[config.mk]
export PLATFORM = sky130hd
export DESIGN_NAME = zbt_port_arbiter_flat
export DESIGN_NICKNAME = d
export VERILOG_FILES = /design/src/rtl/zbt_port_arbiter_pkg.sv /design/src/rtl/zbt_port_arbiter_if.sv /design/src/rtl/zbt_port_arbiter_read_tag_pipe.sv /design/src/rtl/zbt_port_arbiter.sv /design/src/flat_wrapper.sv
export SDC_FILE = /design/constraint.sdc
export NUM_CORES = 1
export LEC_CHECK = 0
export CAP_MARGIN = 20
export CORE_MARGIN = 1
export CORE_UTILIZATION = 38
export CTS_CLUSTER_DIAMETER = 60
export CTS_CLUSTER_SIZE = 20
export DETAILED_ROUTE_END_ITERATION = 10
export GPL_TIMING_DRIVEN = 0
export PLACE_DENSITY = 0.83
export SKIP_CTS_REPAIR_TIMING = 1
export SLEW_MARGIN = 30
export SYNTH_ARGS = -nofsm -noshare
export SYNTH_HDL_FRONTEND = slang
export SYNTH_SLANG_ARGS = --single-unit
[constraint.sdc]
create_clock -name clk -period 2.41 [get_ports clk]
set_input_delay 0.723 -clock clk [delete_from_list [all_inputs] [get_ports clk]]
set_output_delay 0.723 -clock clk [all_outputs]
set_load 0.01 [all_outputs]
[src/rtl/zbt_port_arbiter_pkg.sv]
// Shared widths, port indices and read-tag payload for the ZBT port arbiter.
package zbt_port_arbiter_pkg;

    localparam int unsigned ADDR_W = 19;
    localparam int unsigned DATA_W = 36;
    localparam int unsigned PORT_W = 2;

    localparam logic [PORT_W-1:0] PORT_DISP  = PORT_W'(0);
    localparam logic [PORT_W-1:0] PORT_EDGE  = PORT_W'(1);
    localparam logic [PORT_W-1:0] PORT_WRITE = PORT_W'(2);

    typedef struct packed {
        logic              valid;
        logic [PORT_W-1:0] port;
    } read_tag_t;

endpackage

[src/rtl/zbt_port_arbiter_if.sv]
// Requester and memory-side signals of the ZBT port arbiter.
interface zbt_port_arbiter_if;
    import zbt_port_arbiter_pkg::*;

    logic              req0;
    logic [ADDR_W-1:0] addr0;
    logic              gnt0;
    logic              rvalid0;

    logic              req1;
    logic [ADDR_W-1:0] addr1;
    logic              gnt1;
    logic              rvalid1;

    logic              req2;
    logic [ADDR_W-1:0] addr2;
    logic [DATA_W-1:0] wdata2;
    logic              gnt2;

    logic [DATA_W-1:0] rdata;

    logic [ADDR_W-1:0] mem_addr;
    logic              mem_we;
    logic [DATA_W-1:0] mem_wdata;
    logic [DATA_W-1:0] mem_rdata;

    // Arbiter side
    modport slave (
        input  req0, addr0, req1, addr1, req2, addr2, wdata2, mem_rdata,
        output gnt0, rvalid0, gnt1, rvalid1, gnt2, rdata,
               mem_addr, mem_we, mem_wdata
    );

    // Requesters plus memory side
    modport master (
        output req0, addr0, req1, addr1, req2, addr2, wdata2, mem_rdata,
        input  gnt0, rvalid0, gnt1, rvalid1, gnt2, rdata,
               mem_addr, mem_we, mem_wdata
    );

endinterface

[src/rtl/zbt_port_arbiter_read_tag_pipe.sv]
// Fixed-depth shift register of read tags, aligned with the ZBT read pipeline.
module zbt_port_arbiter_read_tag_pipe
    import zbt_port_arbiter_pkg::*;
#(
    parameter int unsigned DEPTH = 2
) (
    input  logic      clk,
    input  logic      clr,
    input  read_tag_t tag_in,
    output read_tag_t tag_out
);

    read_tag_t stage [DEPTH];

    always_ff @(posedge clk) begin
        if (clr) begin
            for (int unsigned i = 0; i < DEPTH; i++) begin
                stage[i] <= '0;
            end
        end else begin
            stage[0] <= tag_in;
            for (int unsigned i = 1; i < DEPTH; i++) begin
                stage[i] <= stage[i-1];
            end
        end
    end

    assign tag_out = stage[DEPTH-1];

endmodule

[src/rtl/zbt_port_arbiter.sv]
// Shares one ZBT SRAM port between display read, edge-detector read and
// edge-map write; one memory op per cycle, read data routed back by tag.
module zbt_port_arbiter
    import zbt_port_arbiter_pkg::*;
#(
    parameter int unsigned READ_LATENCY = 2,
    parameter int unsigned DISP_BURST   = 4
) (
    input  logic              clk,
    input  logic              reset,
    zbt_port_arbiter_if.slave bus
);

    localparam int unsigned BURST_W = $clog2(DISP_BURST + 1);

    logic [BURST_W-1:0] burst_cnt;
    logic [BURST_W-1:0] burst_cnt_nxt;
    logic               rr_edge;
    logic               rr_edge_nxt;
    logic               gnt0;
    logic               gnt1;
    logic               gnt2;
    logic               others;
    logic               burst_hit;
    logic [ADDR_W-1:0]  sel_addr;
    read_tag_t          issue_tag;
    read_tag_t          issue_tag_nxt;
    read_tag_t          ret_tag;

    logic [ADDR_W-1:0]  mem_addr_q;
    logic               mem_we_q;
    logic [DATA_W-1:0]  mem_wdata_q;
    logic               rvalid0_q;
    logic               rvalid1_q;
    logic [DATA_W-1:0]  rdata_q;

    assign others    = bus.req1 | bus.req2;
    assign burst_hit = others && (burst_cnt == BURST_W'(DISP_BURST));

    // Grant selection: display first unless its burst allowance is used up
    always_comb begin
        gnt0          = 1'b0;
        gnt1          = 1'b0;
        gnt2          = 1'b0;
        sel_addr      = bus.addr0;
        issue_tag_nxt = '0;
        if (!reset) begin
            if (bus.req0 && !burst_hit) begin
                gnt0 = 1'b1;
            end else if (bus.req1 && (rr_edge || !bus.req2)) begin
                gnt1 = 1'b1;
            end else if (bus.req2) begin
                gnt2 = 1'b1;
            end
        end
        if (gnt1) begin
            sel_addr = bus.addr1;
        end else if (gnt2) begin
            sel_addr = bus.addr2;
        end
        issue_tag_nxt.valid = gnt0 | gnt1;
        issue_tag_nxt.port  = gnt1 ? PORT_EDGE : PORT_DISP;
    end

    // Burst counter and round-robin pointer next state
    always_comb begin
        burst_cnt_nxt = burst_cnt;
        rr_edge_nxt   = rr_edge;
        if (gnt1 || gnt2 || !others) begin
            burst_cnt_nxt = '0;
        end else if (gnt0 && (burst_cnt != BURST_W'(DISP_BURST))) begin
            burst_cnt_nxt = burst_cnt + BURST_W'(1);
        end
        if (gnt1) begin
            rr_edge_nxt = 1'b0;
        end else if (gnt2) begin
            rr_edge_nxt = 1'b1;
        end
    end

    // Arbitration state and issue stage
    always_ff @(posedge clk) begin
        if (reset) begin
            burst_cnt   <= '0;
            rr_edge     <= 1'b1;
            issue_tag   <= '0;
            mem_addr_q  <= '0;
            mem_we_q    <= 1'b0;
            mem_wdata_q <= '0;
        end else begin
            burst_cnt <= burst_cnt_nxt;
            rr_edge   <= rr_edge_nxt;
            issue_tag <= issue_tag_nxt;
            mem_we_q  <= gnt2;
            if (gnt0 || gnt1 || gnt2) begin
                mem_addr_q <= sel_addr;
            end
            if (gnt2) begin
                mem_wdata_q <= bus.wdata2;
            end
        end
    end

    // Tag emerges in the same cycle as the matching mem_rdata
    zbt_port_arbiter_read_tag_pipe #(
        .DEPTH (READ_LATENCY)
    ) u_read_tag_pipe (
        .clk     (clk),
        .clr     (reset),
        .tag_in  (issue_tag),
        .tag_out (ret_tag)
    );

    // Read return stage
    always_ff @(posedge clk) begin
        if (reset) begin
            rvalid0_q <= 1'b0;
            rvalid1_q <= 1'b0;
            rdata_q   <= '0;
        end else begin
            rvalid0_q <= ret_tag.valid && (ret_tag.port == PORT_DISP);
            rvalid1_q <= ret_tag.valid && (ret_tag.port == PORT_EDGE);
            if (ret_tag.valid) begin
                rdata_q <= bus.mem_rdata;
            end
        end
    end

    assign bus.gnt0      = gnt0;
    assign bus.gnt1      = gnt1;
    assign bus.gnt2      = gnt2;
    assign bus.mem_addr  = mem_addr_q;
    assign bus.mem_we    = mem_we_q;
    assign bus.mem_wdata = mem_wdata_q;
    assign bus.rvalid0   = rvalid0_q;
    assign bus.rvalid1   = rvalid1_q;
    assign bus.rdata     = rdata_q;

endmodule
[src/flat_wrapper.sv]
// flat-port wrapper written by rule: the top's interface ports become plain ports
module zbt_port_arbiter_flat import zbt_port_arbiter_pkg::*;
#(
    parameter int unsigned READ_LATENCY = 2,
    parameter int unsigned DISP_BURST   = 4
)
  (clk, reset, bus_req0, bus_addr0, bus_req1, bus_addr1, bus_req2, bus_addr2, bus_wdata2, bus_mem_rdata, bus_gnt0, bus_rvalid0, bus_gnt1, bus_rvalid1, bus_gnt2, bus_rdata, bus_mem_addr, bus_mem_we, bus_mem_wdata);
  zbt_port_arbiter_if bus_i ();
  input  logic clk;
  input  logic reset;
  input wire logic [$bits(bus_i.req0)-1:0] bus_req0;
  input wire logic [$bits(bus_i.addr0)-1:0] bus_addr0;
  input wire logic [$bits(bus_i.req1)-1:0] bus_req1;
  input wire logic [$bits(bus_i.addr1)-1:0] bus_addr1;
  input wire logic [$bits(bus_i.req2)-1:0] bus_req2;
  input wire logic [$bits(bus_i.addr2)-1:0] bus_addr2;
  input wire logic [$bits(bus_i.wdata2)-1:0] bus_wdata2;
  input wire logic [$bits(bus_i.mem_rdata)-1:0] bus_mem_rdata;
  output wire logic [$bits(bus_i.gnt0)-1:0] bus_gnt0;
  output wire logic [$bits(bus_i.rvalid0)-1:0] bus_rvalid0;
  output wire logic [$bits(bus_i.gnt1)-1:0] bus_gnt1;
  output wire logic [$bits(bus_i.rvalid1)-1:0] bus_rvalid1;
  output wire logic [$bits(bus_i.gnt2)-1:0] bus_gnt2;
  output wire logic [$bits(bus_i.rdata)-1:0] bus_rdata;
  output wire logic [$bits(bus_i.mem_addr)-1:0] bus_mem_addr;
  output wire logic [$bits(bus_i.mem_we)-1:0] bus_mem_we;
  output wire logic [$bits(bus_i.mem_wdata)-1:0] bus_mem_wdata;
  assign bus_i.req0 = bus_req0;
  assign bus_i.addr0 = bus_addr0;
  assign bus_i.req1 = bus_req1;
  assign bus_i.addr1 = bus_addr1;
  assign bus_i.req2 = bus_req2;
  assign bus_i.addr2 = bus_addr2;
  assign bus_i.wdata2 = bus_wdata2;
  assign bus_i.mem_rdata = bus_mem_rdata;
  assign bus_gnt0 = bus_i.gnt0;
  assign bus_rvalid0 = bus_i.rvalid0;
  assign bus_gnt1 = bus_i.gnt1;
  assign bus_rvalid1 = bus_i.rvalid1;
  assign bus_gnt2 = bus_i.gnt2;
  assign bus_rdata = bus_i.rdata;
  assign bus_mem_addr = bus_i.mem_addr;
  assign bus_mem_we = bus_i.mem_we;
  assign bus_mem_wdata = bus_i.mem_wdata;
  zbt_port_arbiter #(.READ_LATENCY(READ_LATENCY), .DISP_BURST(DISP_BURST)) u_core (.clk(clk), .reset(reset), .bus(bus_i));
endmodule
### After elaboration in Yosys (flattened, before gate mapping)

Memories as Yosys holds them, arrays and structs flattened.
Cells that the tools add are included.

| word-level totals | value |
|---|---|
| flip-flop bits (word level) | 101 |
| memory bits (writable) | 6 |
| input bits | 134 |
| output and inout bits | 97 |
| logic and storage cells | 55 |
| memories kept | 1 |

| cells by class | value |
|---|---|
| add/sub/neg operators | 1 |
| eq/ne operators | 3 |
| muxes and demuxes | 19 |
| bitwise gates (word level) | 4 |
| reductions and logical operators | 17 |

Memory list:

| memory | words | bits a word | read ports | clocked after memory_dff | wr ports | RTL line | source |
|---|---|---|---|---|---|---|---|
| u_core.u_read_tag_pipe.stage | 2 | 3 | 2 | 0 | 2 | zbt_port_arbiter_read_tag_pipe.sv:13 | `read_tag_t stage [DEPTH];` |

Operators by type and width:

| operator | count |
|---|---|
| 19-bit 2-to-1 mux | 2 |
| 1-bit 2-to-1 mux | 15 |
| 1-bit logical AND | 6 |
| 3-bit 2-to-1 mux | 2 |
| 1-bit logical OR | 5 |
| 1-bit bitwise OR | 4 |
| 3-bit by 1-bit adder with 3-bit output (second input constant) | 1 |
| 3-bit == test (second input constant) | 1 |
| 1-bit zero test | 3 |
| 3-bit != test (second input constant) | 1 |
| 2-bit by 1-bit == test with 1-bit output (second input constant) | 1 |
| 2-bit zero test | 1 |
| 2-bit nonzero test | 1 |
| 2-bit OR reduction | 1 |

### Logic depth before layout (Yosys ltp)

Gate-level depths: netlist of the first run.

| depth | value |
|---|---|
| depth in word-level cells | 9 |
| depth in mapped cells | 7 |
| depth with buffers taken out | 5 |

### By module

From an unflattened synthesis of the first run, not the netlist that was laid out.

| second synthesis, totals | value |
|---|---|
| cell total of the unflattened synthesis | 451 |
| area, all modules | 4065.1 sq um |

Modules (own cells, without submodules):

| module | instances | cells an instance | area an instance (sq um) | seq. area each (sq um) |
|---|---|---|---|---|
| zbt_port_arbiter | 1 | 436 | 3885.0 | 2001.9 |
| zbt_port_arbiter_read_tag_pipe | 1 | 15 | 180.2 | 120.1 |

### Worst setup path before layout of the first run

OpenSTA, ideal clock, no wires.

| path | value |
|---|---|
| path type | input-to-output |
| start | in bus_req1 |
| end | out bus_gnt2 |
| data arrival time | 1.499 ns |
| setup slack | 0.188 ns |
| cell stages on the path | 5 |
| buffers on the path | 3 |
| cells stage by stage | buf_6 a21bo_2 buf_2 nor3_4 buf_6 |

| between the ends | value |
|---|---|
| word-level cells in the longest chain between the ends | 6 |

RTL lines:

| what | RTL line | source |
|---|---|---|
| start, declared | flat_wrapper.sv:13 | `input wire logic [$bits(bus_i.req1)-1:0] bus_req1;` |
| 1-bit bitwise OR | zbt_port_arbiter.sv:37 | `assign others = bus.req1 \| bus.req2;` |
| 1-bit logical AND | zbt_port_arbiter.sv:38 | `assign burst_hit = others && (burst_cnt == BURST_W'(DISP_BURST));` |
| 1-bit zero test | zbt_port_arbiter.sv:48 | `if (bus.req0 && !burst_hit) begin` |
| 1-bit logical AND | zbt_port_arbiter.sv:48 |  |
| 1-bit 2-to-1 mux (*) | zbt_port_arbiter.sv:48 |  |
| 1-bit 2-to-1 mux (*) | zbt_port_arbiter.sv:47 | `if (!reset) begin` |
| end, declared | flat_wrapper.sv:23 | `output wire logic [$bits(bus_i.gnt2)-1:0] bus_gnt2;` |

Mark *: on every way between the ends. The rest lies on a longest branch, timed or not.

### Worst setup path after layout of the first run

| path | value |
|---|---|
| start | in bus_req2 |
| end | out bus_gnt0 |

| between the ends | value |
|---|---|
| word-level cells in the longest chain between the ends | 6 |

RTL lines:

| what | RTL line | source |
|---|---|---|
| start, declared | flat_wrapper.sv:15 | `input wire logic [$bits(bus_i.req2)-1:0] bus_req2;` |
| 1-bit bitwise OR | zbt_port_arbiter.sv:37 |  |
| 1-bit logical AND | zbt_port_arbiter.sv:38 |  |
| 1-bit zero test | zbt_port_arbiter.sv:48 |  |
| 1-bit logical AND | zbt_port_arbiter.sv:48 |  |
| 1-bit 2-to-1 mux | zbt_port_arbiter.sv:48 |  |
| 1-bit 2-to-1 mux | zbt_port_arbiter.sv:47 |  |
| end, declared | flat_wrapper.sv:19 | `output wire logic [$bits(bus_i.gnt0)-1:0] bus_gnt0;` |

Every way passes these cells.

==> results of run 1 <==
[state kept, by name, indices dropped and copies added (netlist names)]
signal and count:
u_core.u_read_tag_pipe.stage 4, u_core.bus.mem_addr 19, u_core.bus.rvalid0 1, u_core.issue_tag 2, u_core.bus.rvalid1 1, u_core.bus.mem_wdata 36
u_core.bus.rdata 36, u_core.burst_cnt 3, u_core.bus.mem_we 1, u_core.rr_edge 1
[through the flow]
| step | TNS [ns] | utilization | cell area (µm²) |
|---|---|---|---|
| 3_5_place_dp | -6.740 | 0.6463 | 6434 |
| 4_1_cts | -2.928 | 0.6677 | 6646 |
| 2_1_floorplan | 0 | - | 3975 |
| 3_3_place_gp | -3.599 | 0.6463 | 6434 |
| 5_1_grt | -0.007949 | 0.6821 | 6790 |
| 6_report | 0 | 0.6821 | 6790 |
[critical path: stages]
cell and delay [ns]:
clkbuf_4 0.16, o211ai_1 0.24, buf_4 0.20, and2_1 0.13
dlymetal6s2s_1 0.19
[cell usage in the layout, fill, tap and decap left out, types with 2 or more instances in the layout]
cell type,synthesis,final
a21oi_1,37,37
a221o_1,19,19
a32o_1,19,19
buf_2,18,15
buf_4,4,16
buf_6,4,7
clkbuf_1,12,12
clkbuf_2,0,3
clkbuf_4,0,2
clkbuf_8,0,11
clkdlybuf4s50_1,0,223
dfxtp_1,104,102
dfxtp_2,0,2
inv_6,0,2
mux2i_1,36,36
nand2_1,2,2
nand3_1,36,36
nor2_1,41,41
nor2b_1,6,4
nor2b_4,0,2
nor3_1,2,2
o211ai_1,2,2
o21ai_0,8,8
o21ai_1,28,28
[power by group through the flow]
stage                     sequential (mW)  clock, mW  combinational (mW)
after floorplan                      1.90          0               0.207
after global placement               1.87          0               0.645
after detailed placement             1.87          0               0.659
after CTS                            1.83       1.16               0.663
after global routing                 1.84       1.24               0.729
final                                1.83       1.14               0.682
[layout make-up]
| class | count | share of cell area |
|---|---|---|
| multi-input cells | 251 | 0.2541 |
| flip-flops and latches | 104 | 0.3070 |
| plain buffers | 37 | 0.03206 |
| repair buffers | 242 | 0.3499 |
| well taps | 133 | 0.02451 |
| clock inverters | 5 | 0.009029 |
| clock buffers | 11 | 0.02230 |
| inverters | 2 | 0.001106 |
[metal layers]
metal | vias to the layer above | routed length (µm) | part of all wire | GRT usage
met3 | 26 | 880 | 0.071 | 0.05201
li1 | 1945 | - | - | -
met1 | 1896 | 5090 | 0.41 | 0.2637
met2 | 210 | 6228 | 0.50 | 0.3879
met5 | - | 0 | 0 | 0
met4 | 0 | 270 | 0.022 | 0.07857
[logic make-up after synthesis]
group,after synthesis,synth area share
compound gates,118,0.2040
buf+inv,40,0.05477
mux,36,0.09065
fa+ha+maj,2,0.006294
simple gates,95,0.1206
flops,104,0.5238
[worst max-delay path by stage]
stage	slack, ns	end	startpoint
6_report	0.04	bus_gnt0	bus_req2
3_5_place_dp	-1.03	bus_gnt1	bus_req2
3_3_place_gp	-1.01	bus_gnt1	bus_req0
2_1_floorplan	0.19	bus_gnt2	bus_req1
4_1_cts	-1.03	bus_gnt1	bus_req0
5_1_grt	-0.008	bus_gnt2	u_core.burst_cnt[0]
==> flow_summary.json, run 1 <==
{
  "via_count": 4077,
  "synth_warnings": 0,
  "clock_tree.root_cell": "clkbuf_8",
  "synth_enable_flop_cells": 0,
  "grt_max_degree": 18,
  "layoutNonFillerInstCount": 785,
  "yosys.cell_types.count": 30,
  "via_count_of_the_first_global_routing_pass": 4026,
  "worst_r2r_endpoint": "u_core.bus.mem_addr[14]",
  "ctsHtreeMaxLevel": 3,
  "p_leak_nw": 2.471,
  "timing.critical_path.fanout_max": 7,
  "drv.max_cap_violation_count": 0,
  "outcome": "finished, final reports clean",
  "worst_hold_startpoint": "u_core.u_read_tag_pipe.stage[0][3]",
  "finalHoldWorstSlack_ns": 0.4184,
  "cts_bufs_inserted": 9,
  "slew-limit-headroom": 0.6241,
  "tritoncts_clock_tree": "yes",
  "finClkSkew_ns": 0.01211,
  "num-nets-final": 783,
  "floorplan.initialDensity": 0.3993,
  "hold_path.class": "reg -> reg",
  "timing.critical_path.arrival_ns": 1.64,
  "rows": 36,
  "setup.reg_to_reg.worst_slack_ns": 0.57,
  "drt_first_iter_violations": 168,
  "drt-vias-per-instance": 5.194,
  "synth.cell_area_um2": 3975,
  "share_of_synthesized_flip_flops_with_an_asynchronous_set_or_reset": 0,
  "route.detailed.drc": 0,
  "p_seq_frac": 0.502,
  "power.density_nw_per_um2": 538.4,
  "antenna_violation_net_count_after_detailed_routing": 0,
  "netlist.top_cell.by_area": "dfxtp_1",
  "area.growth.synth_to_final_pct": 70.82,
  "max_clock_freq_ghz": 0.4224,
  "fin_crit_sh": 0.9824,
  "worstSetupPathType": "in -> out",
  "diodes_inserted": 0,
  "hpwlAfterDp_um": 9389,
  "ios": 231,
  "fp.dieW_um": 104.3,
  "min_delay_path_depth": 1,
  "synth_largest_type_area_fraction": 0.5238,
  "drt-total-wl_um": 12470,
  "synth_common_cells": "dfxtp_1, nor2_1, a21oi_1, mux2i_1, nand3_1",
  "critPathRequiredTime_ns": 1.69,
  "post_route_cells_drive_above_1_share": 0.1104,
  "setup-violations-final": 0,
  "comb_power_share": 0.186,
  "r2r_start": "u_core.burst_cnt[0]",
  "fin_total_pwr_mw": 3.656,
  "clkPwrFrac": 0.312,
  "vdd_drop_max_v": 0.0003706,
  "p_int_mw": 2.762,
  "ys_seq_elements": 104,
  "synth_cells": 395,
  "die_area_um2": 10870,
  "global_route.overflow_total": 0,
  "place_congestion": 0.7976,
  "layout.filler_cells": 789,
  "ys_dominant_reg_cell": "dfxtp_1",
  "port-buffer-count": 229,
  "actual_transition_at_the_worst_max_transition_pin_ns": 0.5596,
  "reg2regPathDepth": 9,
  "pre_cts_ws_ns": -1.033,
  "synth_area_per_cell_um2": 10.06,
  "p_switching_mw": 0.8942,
  "syn_nets": 531,
  "dr.pass1.iters": 6,
  "worst_setup_path_start_kind": "input port",
  "synth-seq-area-share": 0.5238,
  "avgRoutedWirePerCell_um": 15.89,
  "timing.critical_path.to_type": "output pin",
  "post_synth_main_area_contributors": "dfxtp_1, mux2i_1, a221o_1",
  "synth.most_common_cell": "dfxtp_1",
  "maximum_number_of_buffers_from_clock_root_to_sink": 2,
  "multi_input_area_um2": 1725,
  "cts_sinks": 104,
  "netSwitchingFraction": 0.2446,
  "report.final.hold_viol_count": 0,
  "post_layout_minimum_cycle_time_ns": 2.367,
  "clkSlewWorstSetupHoldPaths_ns": 0.09,
  "clock_insertion_delay_at_the_later_pin_of_the_skew_report_ns": 0.35,
  "min_delay_worst_endpoint": "u_core.bus.rvalid0",
  "placed_cells": 757,
  "slew_viol_final": 0,
  "grt_antenna_before_repair": 0,
  "die_height_um": 104.3,
  "grt_first_pass_wirelength_um": 19600,
  "final-seq-area_um2": 2085,
  "global_route.usage.total": 0.2218,
  "core_area_um2": 9955,
  "setup_slack_ns": 0.04251
}
Power figures use the tool's default switching activity.
==> run 2: changes to the inputs <==
--- a/config.mk
+++ b/config.mk
@@ -13,6 +13,7 @@
 export DETAILED_ROUTE_END_ITERATION = 10
 export GPL_TIMING_DRIVEN = 0
 export PLACE_DENSITY = 0.83
+export REMOVE_ABC_BUFFERS = 1
 export SKIP_CTS_REPAIR_TIMING = 1
 export SLEW_MARGIN = 30
 export SYNTH_ARGS = -nofsm -noshare
==> flow_summary.json, run 2 (synthesis results as in run 1) <==
{
  "layout.cells.most_common": "clkdlybuf4s50_1",
  "via_count_of_the_first_global_routing_pass": 3846,
  "worst_setup_path_start_kind": "input port",
  "core_area_um2": 9955,
  "area.growth.synth_to_final_pct": 70.98,
  "vdd_drop_max_v": 0.0002750,
  "setup-violations-final": 3,
  "port-buffer-count": 230,
  "layout.filler_cells": 740,
  "fin_crit_sh": 1.019,
  "finClkSkew_ns": 0.009105,
  "route.detailed.drc": 0,
  "grt_max_degree": 44,
  "setup_slack_ns": -0.04634,
  "slew-limit-headroom": 0.4857,
  "slew_viol_final": 0,
  "place_congestion": 0.7606,
  "diodes_inserted": 0,
  "avgRoutedWirePerCell_um": 16.61,
  "drt_first_iter_violations": 191,
  "worstSetupPathType": "in -> out",
  "drt-vias-per-instance": 5.286,
  "finalHoldWorstSlack_ns": 0.4224,
  "grt_first_pass_wirelength_um": 18670,
  "ctsHtreeMaxLevel": 3,
  "drv.max_cap_violation_count": 0,
  "floorplan.initialDensity": 0.3993,
  "final-seq-area_um2": 2088,
  "antenna_violation_net_count_after_detailed_routing": 0,
  "grt_setup_unrepaired": "yes",
  "multi_input_area_um2": 1755,
  "outcome": "finished with violations",
  "timing.critical_path.fanout_max": 9,
  "clock_insertion_delay_at_the_later_pin_of_the_skew_report_ns": 0.36,
  "pre_cts_ws_ns": -1.617,
  "timing.critical_path.arrival_ns": 1.73,
  "num-nets-final": 768,
  "clock_tree.root_cell": "clkbuf_8",
  "max_clock_freq_ghz": 0.4071,
  "cts_bufs_inserted": 9,
  "ios": 231,
  "global_route.overflow_total": 0,
  "rows": 36,
  "dr.pass1.iters": 5,
  "drt-total-wl_um": 12780,
  "power.density_nw_per_um2": 531.6,
  "critPathRequiredTime_ns": 1.69,
  "global_route.usage.total": 0.2142,
  "p_leak_nw": 2.448,
  "tritoncts_clock_tree": "yes",
  "hold_path.class": "reg -> reg",
  "die_area_um2": 10870,
  "maximum_number_of_buffers_from_clock_root_to_sink": 2,
  "grt_antenna_before_repair": 0,
  "actual_transition_at_the_worst_max_transition_pin_ns": 0.7673,
  "min_delay_path_depth": 1,
  "post_route_cells_drive_above_1_share": 0.1069,
  "fin_total_pwr_mw": 3.613,
  "violations": "negative setup slack",
  "layout.cells.most_common_list": "clkdlybuf4s50_1, dfxtp_1, nor2_1",
  "clkSlewWorstSetupHoldPaths_ns": 0.08,
  "via_count": 4065,
  "post_layout_minimum_cycle_time_ns": 2.456,
  "hpwlAfterDp_um": 8717,
  "fp.dieW_um": 104.3,
  "cts_sinks": 104,
  "fin_util": 0.6828,
  "reg2regPathDepth": 9,
  "timing.critical_path.to_type": "output pin",
  "die_height_um": 104.3,
  "report.final.hold_viol_count": 0
}
-- run 2: report_power, final --
part,switching (mW),leakage [nW],internal [mW]
combinational,0.256,1.50,0.428
clock,0.565,0.0999,0.520
sequential,0.0505,0.850,1.79
total,0.871,2.45,2.74
-- run 2: path summary, 6_finish.rpt --
| kind | startpoint | end | slack [ns] |
|---|---|---|---|
| max | bus_req2 | bus_gnt2 | -0.05 |
| min reg2reg | u_core.u_read_tag_pipe.stage[0][3] | u_core.bus.rvalid0 | 0.42 |
| max reg2reg | u_core.burst_cnt[1] | u_core.bus.mem_addr[15] | 0.48 |
| min | u_core.u_read_tag_pipe.stage[0][3] | u_core.bus.rvalid0 | 0.42 |
-- run 2: through the flow --
step           cells  instance area [µm²]  setup TNS (ns)
6_report         769                 6797         -0.1095
5_1_grt          769                 6797         -0.2392
4_1_cts          743                 6576          -7.193
3_3_place_gp     720                 6233         -180.07
3_5_place_dp     728                 6375          -18.35
2_1_floorplan    357                 3765          -4.702
-- run 2: per-layer routing --
metal / wire, µm / GRT usage / up-vias
met2: 6342 / 0.3742 / 201
met4: 338 / 0.1082 / 0
met5: 0 / 0 / -
li1: - / - / 1924
met1: 5250 / 0.2404 / 1914
met3: 845 / 0.05326 / 26
-- run 2: final cells by class --
type / count / share of cell area
Inverter: 2 / 0.001105
Clock inverter: 1 / 0.001105
Multi-Input combinational cell: 254 / 0.2583
Tap cell: 133 / 0.02448
Sequential cell: 104 / 0.3073
Timing Repair Buffer: 261 / 0.3792
Clock buffer: 14 / 0.02853
-- run 2: worst max-delay path, stage by stage --
cell      delay (ns)
clkbuf_4        0.19
a21bo_4         0.27
nor3_4          0.34
clkbuf_2        0.21
